--- src/rtl/div_pkg.sv ---
// Shared types and constants for the sequential restoring divider.
package div_pkg;

  localparam int DIV_WIDTH_DEFAULT = 16;

  typedef enum logic [1:0] {
    IDLE = 2'd0,
    CALC = 2'd1,
    DONE = 2'd2
  } div_state_e;

  // Bits needed to hold values 0..value-1.
  function automatic int clog2(input int value);
    int w;
    w = 0;
    while ((1 << w) < value) begin
      w = w + 1;
    end
    return w;
  endfunction

endpackage

--- src/rtl/div_seq_if.sv ---
// Operand/result bus of the sequential divider: valid/ready request, pulsed result.
interface div_seq_if
  import div_pkg::*;
#(
  parameter int WIDTH = DIV_WIDTH_DEFAULT
);

  logic             i_valid;
  logic             o_ready;
  logic [WIDTH-1:0] i_data1;
  logic [WIDTH-1:0] i_data2;
  logic             o_valid;
  logic [WIDTH-1:0] o_data;
  logic [WIDTH-1:0] o_rem;
  logic             o_err;

  modport master (
    output i_valid, i_data1, i_data2,
    input  o_ready, o_valid, o_data, o_rem, o_err
  );

  modport slave (
    input  i_valid, i_data1, i_data2,
    output o_ready, o_valid, o_data, o_rem, o_err
  );

endinterface

--- src/rtl/div_step.sv ---
// One restoring-division iteration: shift in a dividend bit, subtract divisor if it fits.
module div_step
  import div_pkg::*;
#(
  parameter int WIDTH = DIV_WIDTH_DEFAULT
) (
  input  logic [WIDTH-1:0] r_in,
  input  logic             bit_in,
  input  logic [WIDTH-1:0] divisor,
  output logic [WIDTH-1:0] r_out,
  output logic             q_bit
);

  logic [WIDTH:0]   shifted;
  logic [WIDTH-1:0] shifted_low;

  assign shifted     = {r_in, bit_in};
  assign shifted_low = {r_in[WIDTH-2:0], bit_in};
  assign q_bit       = (shifted >= {1'b0, divisor});
  // The true difference always fits WIDTH bits, so modular subtraction is exact.
  assign r_out       = q_bit ? (shifted_low - divisor) : shifted_low;

endmodule

--- src/rtl/div_seq.sv ---
// Sequential restoring unsigned divider, one quotient bit per clock.
// Optional round-to-nearest of the quotient when DIV_ROUND_EN is defined.
module div_seq
  import div_pkg::*;
#(
  parameter int WIDTH = DIV_WIDTH_DEFAULT
) (
  input  logic      sys_clk,
  input  logic      sys_rst_n,
  div_seq_if.slave  bus
);

  localparam int CNT_W = clog2(WIDTH + 1);

  div_state_e       state_q, state_d;
  logic [WIDTH-1:0] dvd_q, dvd_d;
  logic [WIDTH-1:0] dvs_q, dvs_d;
  logic [WIDTH-1:0] r_q, r_d;
  logic [CNT_W-1:0] cnt_q, cnt_d;
  logic             zero_q, zero_d;
  logic             o_valid_q, o_valid_d;
  logic [WIDTH-1:0] o_data_q, o_data_d;
  logic [WIDTH-1:0] o_rem_q, o_rem_d;
  logic             o_err_q, o_err_d;

  logic [WIDTH-1:0] step_r;
  logic             step_q;
  logic [WIDTH-1:0] quot;

  div_step #(.WIDTH(WIDTH)) u_step (
    .r_in    (r_q),
    .bit_in  (dvd_q[WIDTH-1]),
    .divisor (dvs_q),
    .r_out   (step_r),
    .q_bit   (step_q)
  );

`ifdef DIV_ROUND_EN
  logic round_up;
  assign round_up = !zero_q && ({r_q, 1'b0} >= {1'b0, dvs_q});
  assign quot     = (round_up && !(&dvd_q)) ? (dvd_q + 1'b1) : dvd_q;
`else
  assign quot     = dvd_q;
`endif

  always_comb begin
    state_d   = state_q;
    dvd_d     = dvd_q;
    dvs_d     = dvs_q;
    r_d       = r_q;
    cnt_d     = cnt_q;
    zero_d    = zero_q;
    o_valid_d = 1'b0;
    o_data_d  = o_data_q;
    o_rem_d   = o_rem_q;
    o_err_d   = o_err_q;
    case (state_q)
      IDLE: begin
        if (bus.i_valid) begin
          dvd_d   = bus.i_data1;
          dvs_d   = bus.i_data2;
          zero_d  = (bus.i_data2 == '0);
          r_d     = '0;
          cnt_d   = '0;
          state_d = CALC;
        end
      end
      CALC: begin
        // Quotient bits shift into the vacated low end of the dividend register.
        dvd_d = {dvd_q[WIDTH-2:0], step_q};
        r_d   = step_r;
        cnt_d = cnt_q + 1'b1;
        if (cnt_q == CNT_W'(WIDTH - 1)) begin
          state_d = DONE;
        end
      end
      DONE: begin
        o_data_d  = quot;
        o_rem_d   = r_q;
        o_err_d   = zero_q;
        o_valid_d = 1'b1;
        state_d   = IDLE;
      end
      default: state_d = IDLE;
    endcase
  end

  always_ff @(posedge sys_clk or negedge sys_rst_n) begin
    if (!sys_rst_n) begin
      state_q   <= IDLE;
      dvd_q     <= '0;
      dvs_q     <= '0;
      r_q       <= '0;
      cnt_q     <= '0;
      zero_q    <= 1'b0;
      o_valid_q <= 1'b0;
      o_data_q  <= '0;
      o_rem_q   <= '0;
      o_err_q   <= 1'b0;
    end else begin
      state_q   <= state_d;
      dvd_q     <= dvd_d;
      dvs_q     <= dvs_d;
      r_q       <= r_d;
      cnt_q     <= cnt_d;
      zero_q    <= zero_d;
      o_valid_q <= o_valid_d;
      o_data_q  <= o_data_d;
      o_rem_q   <= o_rem_d;
      o_err_q   <= o_err_d;
    end
  end

  assign bus.o_ready = (state_q == IDLE);
  assign bus.o_valid = o_valid_q;
  assign bus.o_data  = o_data_q;
  assign bus.o_rem   = o_rem_q;
  assign bus.o_err   = o_err_q;

endmodule
--- src/flat_wrapper.sv ---
// flat-port wrapper written by rule: the top's interface ports become plain ports
module div_seq_flat import div_pkg::*;
#(
  parameter int WIDTH = DIV_WIDTH_DEFAULT
)
  (sys_clk, sys_rst_n, bus_i_valid, bus_i_data1, bus_i_data2, bus_o_ready, bus_o_valid, bus_o_data, bus_o_rem, bus_o_err);
  div_seq_if #(.WIDTH(WIDTH)) bus_i ();
  input  logic sys_clk;
  input  logic sys_rst_n;
  input wire logic [$bits(bus_i.i_valid)-1:0] bus_i_valid;
  input wire logic [$bits(bus_i.i_data1)-1:0] bus_i_data1;
  input wire logic [$bits(bus_i.i_data2)-1:0] bus_i_data2;
  output wire logic [$bits(bus_i.o_ready)-1:0] bus_o_ready;
  output wire logic [$bits(bus_i.o_valid)-1:0] bus_o_valid;
  output wire logic [$bits(bus_i.o_data)-1:0] bus_o_data;
  output wire logic [$bits(bus_i.o_rem)-1:0] bus_o_rem;
  output wire logic [$bits(bus_i.o_err)-1:0] bus_o_err;
  assign bus_i.i_valid = bus_i_valid;
  assign bus_i.i_data1 = bus_i_data1;
  assign bus_i.i_data2 = bus_i_data2;
  assign bus_o_ready = bus_i.o_ready;
  assign bus_o_valid = bus_i.o_valid;
  assign bus_o_data = bus_i.o_data;
  assign bus_o_rem = bus_i.o_rem;
  assign bus_o_err = bus_i.o_err;
  div_seq #(.WIDTH(WIDTH)) u_core (.sys_clk(sys_clk), .sys_rst_n(sys_rst_n), .bus(bus_i));
endmodule
--- config.mk ---
export PLATFORM = sky130hd
export DESIGN_NAME = div_seq_flat
export DESIGN_NICKNAME = d
export VERILOG_FILES = /design/src/rtl/div_pkg.sv /design/src/rtl/div_seq_if.sv /design/src/rtl/div_step.sv /design/src/rtl/div_seq.sv /design/src/flat_wrapper.sv
export SDC_FILE = /design/constraint.sdc
export NUM_CORES = 1
export LEC_CHECK = 0
export BUFFER_PORTS_ARGS = -buffer_cell sky130_fd_sc_hd__buf_2
export CORE_ASPECT_RATIO = 1.4
export CORE_UTILIZATION = 52
export DETAILED_ROUTE_END_ITERATION = 10
export GPL_TIMING_DRIVEN = 1
export PLACE_DENSITY = 0.88
export SYNTH_ARGS = -nofsm -noshare
export SYNTH_HDL_FRONTEND = slang
export SYNTH_HIERARCHICAL = 1
export SYNTH_SLANG_ARGS = --single-unit
--- constraint.sdc ---
create_clock -name sys_clk -period 2.7 [get_ports sys_clk]
set_clock_uncertainty 0.2 [all_clocks]
set_input_delay 0.135 -clock sys_clk [delete_from_list [all_inputs] [get_ports sys_clk]]
set_output_delay 0.135 -clock sys_clk [all_outputs]
set_load 0.005 [all_outputs]
Word-level counts from Yosys, hierarchy flattened
Cells that the tools add are included.
- flip-flop bits (word level): 90
- input port bits: 35
- output and inout bits: 35
- logic and storage cells: 35
- add/subtract/negate cells: 2
- magnitude comparators: 1
- equality and inequality tests: 5
- muxes and demuxes: 11
- reduce and logical (&&, ||, !) cells: 6
- operators with widths (cell ; count):
    16-bit case mux with 2 select lines ; 2
    16-bit two-way mux ; 3
    17-bit by 16-bit >= comparator with 1-bit output ; 1
    16-bit logical NOT ; 1
    16-bit subtractor ; 1
    5-bit case mux with 2 select lines ; 1
    2-bit AND reduction ; 3
    5-bit by 1-bit adder with 5-bit output, second input constant ; 1
    5-bit by 4-bit == test with 1-bit output, second input constant ; 1
    5-bit two-way mux ; 1
    2-bit two-way mux ; 2
    2-bit case mux with 2 select lines ; 1
    2-bit by 1-bit == test with 1-bit output, second input constant ; 1
    2-bit == test, second input constant ; 1
    2-bit logical NOT ; 1
    2-bit by 1-bit != test with 1-bit output, second input constant ; 1
    2-bit != test, second input constant ; 1
    2-bit nonzero test ; 1
    1-bit two-way mux ; 1

Longest topological paths before layout
- depth after elaboration: 3
- gate-level depth with buffers: 13
- gate-level depth less buffers: 11

Hierarchy
The synthesis kept the hierarchy.
- modules (own cells, without submodules) (module ; instances ; cells each ; area each (um2) ; sequential area each (um2)):
    div_seq ; 1 ; 322 ; 3592.2 ; 2252.2
    div_step ; 1 ; 156 ; 1164.9 ; 0.0

Worst setup path before layout
OpenSTA, ideal clock, no wires.
- path kind: reg-to-reg
- start: reg u_core.r_q[13]
- end: reg u_core.r_q[10]
- arrival time: 2.409 ns
- slack: -0.026 ns
- stages on the path, launching flop included: 13
- buffers on the path: 2
- clock period less this slack: 2.726 ns
- path through: dfrtp_1 ha_1 buf_6 a21o_1 a211o_1 a41o_1 a31oi_4 o21a_4 inv_4 buf_12 mux2_4 nand2_1 nand2_1
- word-level cells in the longest chain between the ends: 3
- RTL lines (element ; line ; RTL):
    start: declaration ; div_seq.sv:18 ; logic [WIDTH-1:0] r_q, r_d;
    start signal: assignment ; div_seq.sv:104 ; r_q <= r_d;
    17-bit by 16-bit >= comparator with 1-bit output ; div_step.sv:19 ; assign q_bit = (shifted >= {1'b0, divisor});
    via u_core.step_q ; div_seq.sv:27 ; logic step_q;
    16-bit two-way mux ; div_step.sv:21 ; assign r_out = q_bit ? (shifted_low - divisor) : shifted_low;
    via u_core.step_r[10] ; div_seq.sv:26 ; logic [WIDTH-1:0] step_r;
    16-bit case mux with 2 select lines ; div_seq.sv:57 ; case (state_q)
The timed path passes the listed nets, and every way through them passes these cells.
A chain may end at the register's enable or synchronous reset.

Worst setup path after layout
- start: reg u_core.dvs_q[14]
- end: reg u_core.r_q[4]
- word-level cells in the longest chain between the ends: 3
- RTL lines (element ; line ; RTL):
    start: declaration ; div_seq.sv:17 ; logic [WIDTH-1:0] dvs_q, dvs_d;
    start signal: assignment ; div_seq.sv:103 ; dvs_q <= dvs_d;
    17-bit by 16-bit >= comparator with 1-bit output ; div_step.sv:19 ;
    via u_core.step_q ; div_seq.sv:27 ;
    16-bit two-way mux ; div_step.sv:21 ;
    via u_core.step_r[4] ; div_seq.sv:26 ;
    16-bit case mux with 2 select lines ; div_seq.sv:57 ;
The timed path passes the listed nets, and every way through them passes these cells.

==> flow_summary.ini <==
[global_routing]
grt_max_degree = 60
grt_antenna_before_repair = 0
grt_pass1_vias = 4363
grt_first_pass_wirelength_um = 21000
grt-ovfl-total = 0
grt_util_all_layers_pct = 28.1

[power_and_ir_drop]
p_total_uw = 9230
p_leak_uw = 0.00290
p_per_area_nw_per_um2 = 1530
ir_drop_v = 0.000783

[yosys]
synthArstFlopShare_pct = 100
yosysMostFrequentCell = nand2_1
synth_top_flop_cell = dfrtp_1
postSynthAreaPerCell_sq_um = 9.95
ys_types = 52
yosys.area.top_type = dfrtp_1
synthesis.area_sq_um = 4760
yosysSeqAreaShare_pct = 47.3
synth_seq_cells = 90
yosys_warnings = 6
synth_edf_count = 0
synthCells = 478
synth_nets = 532
synth.area.top_cells = dfrtp_1 (47%), mux2_2 (9.0%), nand2_1 (7.9%), ha_1 (4.7%), mux2_4 (2.5%)
synth_commonest_cells = nand2_1 (100), dfrtp_1 (90), mux2_2 (38)
netlist.area_leader.share_pct = 47.3

[setup_path]
critPathArrivalTime_ns = 2.72
crit_buf_inv = 2
cp.required_ns = 2.74
cp_top_family = compound AO/OA/AOI/OAI gates
cpPeakStageDelay_ns = 0.35
endpoint_kind = flip-flop
cpMaxStageDelayCell = dfrtp_1
crit_path_max_fanout = 13
setup.worst_path.class = flip-flop to flip-flop
crit_path_frequent_cell = nand2_1
start_kind = flip-flop
crit_chain = inv_1 > ha_1 > a21o_1 > a211o_1 > a41o_1 > a31oi_4 > o21a_4 > inv_8 > mux2_2 > nand2_1 > nand2_1

[floorplan]
die_x_um = 82.8
initial_core_util_pct = 54.6
ios = 70
rows = 40
die_y_um = 115
dieArea_sq_um = 9540
core_area_sq_um = 8710

[sta]
worst_slew_pin_slew_ns = 0.740
drv_slew = 0
slew_headroom_pct = 50.2
period_minus_slack_ns = 2.68
timing.final.ws_setup_ns = 0.0170
finalCritPeriodShare_pct = 99.4
clock.fmax_mhz = 373
fin_hold_ws_ns = 0.0622
finalHoldViolCount = 0
tns_ns = 0
setup_violations = 0

[layout]
multi_input_area_sq_um = 2320
syn2layout_area_growth_pct = 27.1
final_net_count = 651
regArea_sq_um = 2250
finish.utilization_pct = 69.4
n_antenna_cell = 0
final_layout_size_suffix_gt1_share_pct = 30.2
fillers = 572

[place]
dp_worst_setup_slack_ns = -0.0196
place.gp.congestion = 0.904
dp_hpwl_um = 7800
port_buffers = 69

[detailed_routing]
routedWlPerCell_um = 19.1
viasPerCell = 6.04
drc = 0
num_vias = 4272
wl_um = 13500
drtIter0Drc = 373
dr.pass1.iters = 5
antenna_left = 0

[cts]
cts_sinks = 90
clkSlewWorstSetupHoldPaths_ns = 0.08
htree_levels = 3
root_buffer = clkbuf_16
cts_buffer_depth = 2
cts_tree = yes
clk_latency_ns = 0.35
cts_inserted_buffers = 9

[run]
max-cap-violations = 0

[run_status]
status = completed

[min_path]
hp-class = input port to flip-flop
## logic make-up (layout without fill, tap and decap cells)
logic type,count (synthesis),count (layout),synth area share (%)
adders and majority gates,19,19,5.16
AOI/OAI and AO/OA,65,65,9.52
xor gates and xnor gates,12,12,2.21
and+or+nand+nor,187,187,17.4
muxes,51,51,12.6
buffers and inverters,54,178,5.84
DFF,90,90,47.3
## per-layer routing
| layer | part of all wire [%] | routed length (um) | vias up | global-route usage (%) |
|---|---|---|---|---|
| li1 | - | - | 1891 | - |
| met1 | 36 | 4810 | 2076 | 28.7 |
| met2 | 52 | 7070 | 231 | 52.0 |
| met3 | 6.5 | 884 | 74 | 6.10 |
| met4 | 5.7 | 765 | 0 | 18.0 |
| met5 | 0 | 0 | - | 0 |
## stage by stage
stage	cells	instance area, sq um
5_1_grt	707	6050
2_1_floorplan	478	4760
3_3_place_gp	656	5320
4_1_cts	705	5950
6_report	707	6050
3_5_place_dp	656	5320
## repair_timing
item	CTS	global route
pin swaps	0	1
endpoints found under the hold margin	91	0
hold buffers	33	0
gates resized for setup	3	13
gates cloned	0	0
setup endpoints to repair	8	13
buffers inserted	0	2
## final timing paths
kind / startpoint / depth (start not counted) / slack, ns / to
worst min register to register: u_core/dvs_q[8] / 2 / 0.29 / u_core/dvs_q[8]
max in group asynchronous: sys_rst_n / 3 / 1.47 / u_core/dvs_q[12]
worst min-delay path: bus_i_valid / 4 / 0.06 / u_core/dvs_q[9]
worst max register to register: u_core/dvs_q[14] / 11 / 0.02 / u_core/r_q[4]
min in group asynchronous: sys_rst_n / 2 / 0.20 / u_core/dvs_q[3]
worst max-delay path: u_core/dvs_q[14] / 11 / 0.02 / u_core/r_q[4]
## worst min-delay path, stage by stage
cell and delay (ns):
buf_2 0.11, nor3b_4 0.20, nand2_1 0.08, nand2_1 0.04
## power breakdown
part	switching [uW]	leakage [uW]	internal [uW]	total, uW
combinational	2860	0.00172	2670	5520
sequential	471	0.00104	2000	2470
clock	594	0.000142	652	1250
total	3920	0.00290	5310	9230
## layout make-up
| type | instances | area share (%) |
|---|---|---|
| multi-input cells | 334 | 38.4 |
| flip-flops and latches | 90 | 37.3 |
| repair buffers | 135 | 15.5 |
| clock buffers | 9 | 3.73 |
| well taps | 105 | 2.17 |
| inverters | 27 | 1.80 |
| clock inverters | 7 | 1.12 |
## flip-flops by register name, summed over array words and instances, names as in the netlist
name / flops
u_core/bus.o_data: 16
u_core/bus.o_rem: 16
u_core/dvd_q: 16
u_core/dvs_q: 16
u_core/r_q: 16
u_core/cnt_q: 5
u_core/state_q: 2
u_core/bus.o_err: 1
u_core/bus.o_valid: 1
u_core/zero_q: 1
## cells in the final DEF, fill, tap and decap left out, drive strengths merged, types with 8 or more instances in the layout
cell and instances:
mux2 46, inv 32, xnor2 8, nand3 22, nor2 26, a21oi 10
o22ai 15, nand2 100, o21ai 13, nor3 15, dlygate4sd3 33, buf 102
dfrtp 90, ha 18, clkbuf 9
Note: power is estimated with default switching activity, not from simulation.
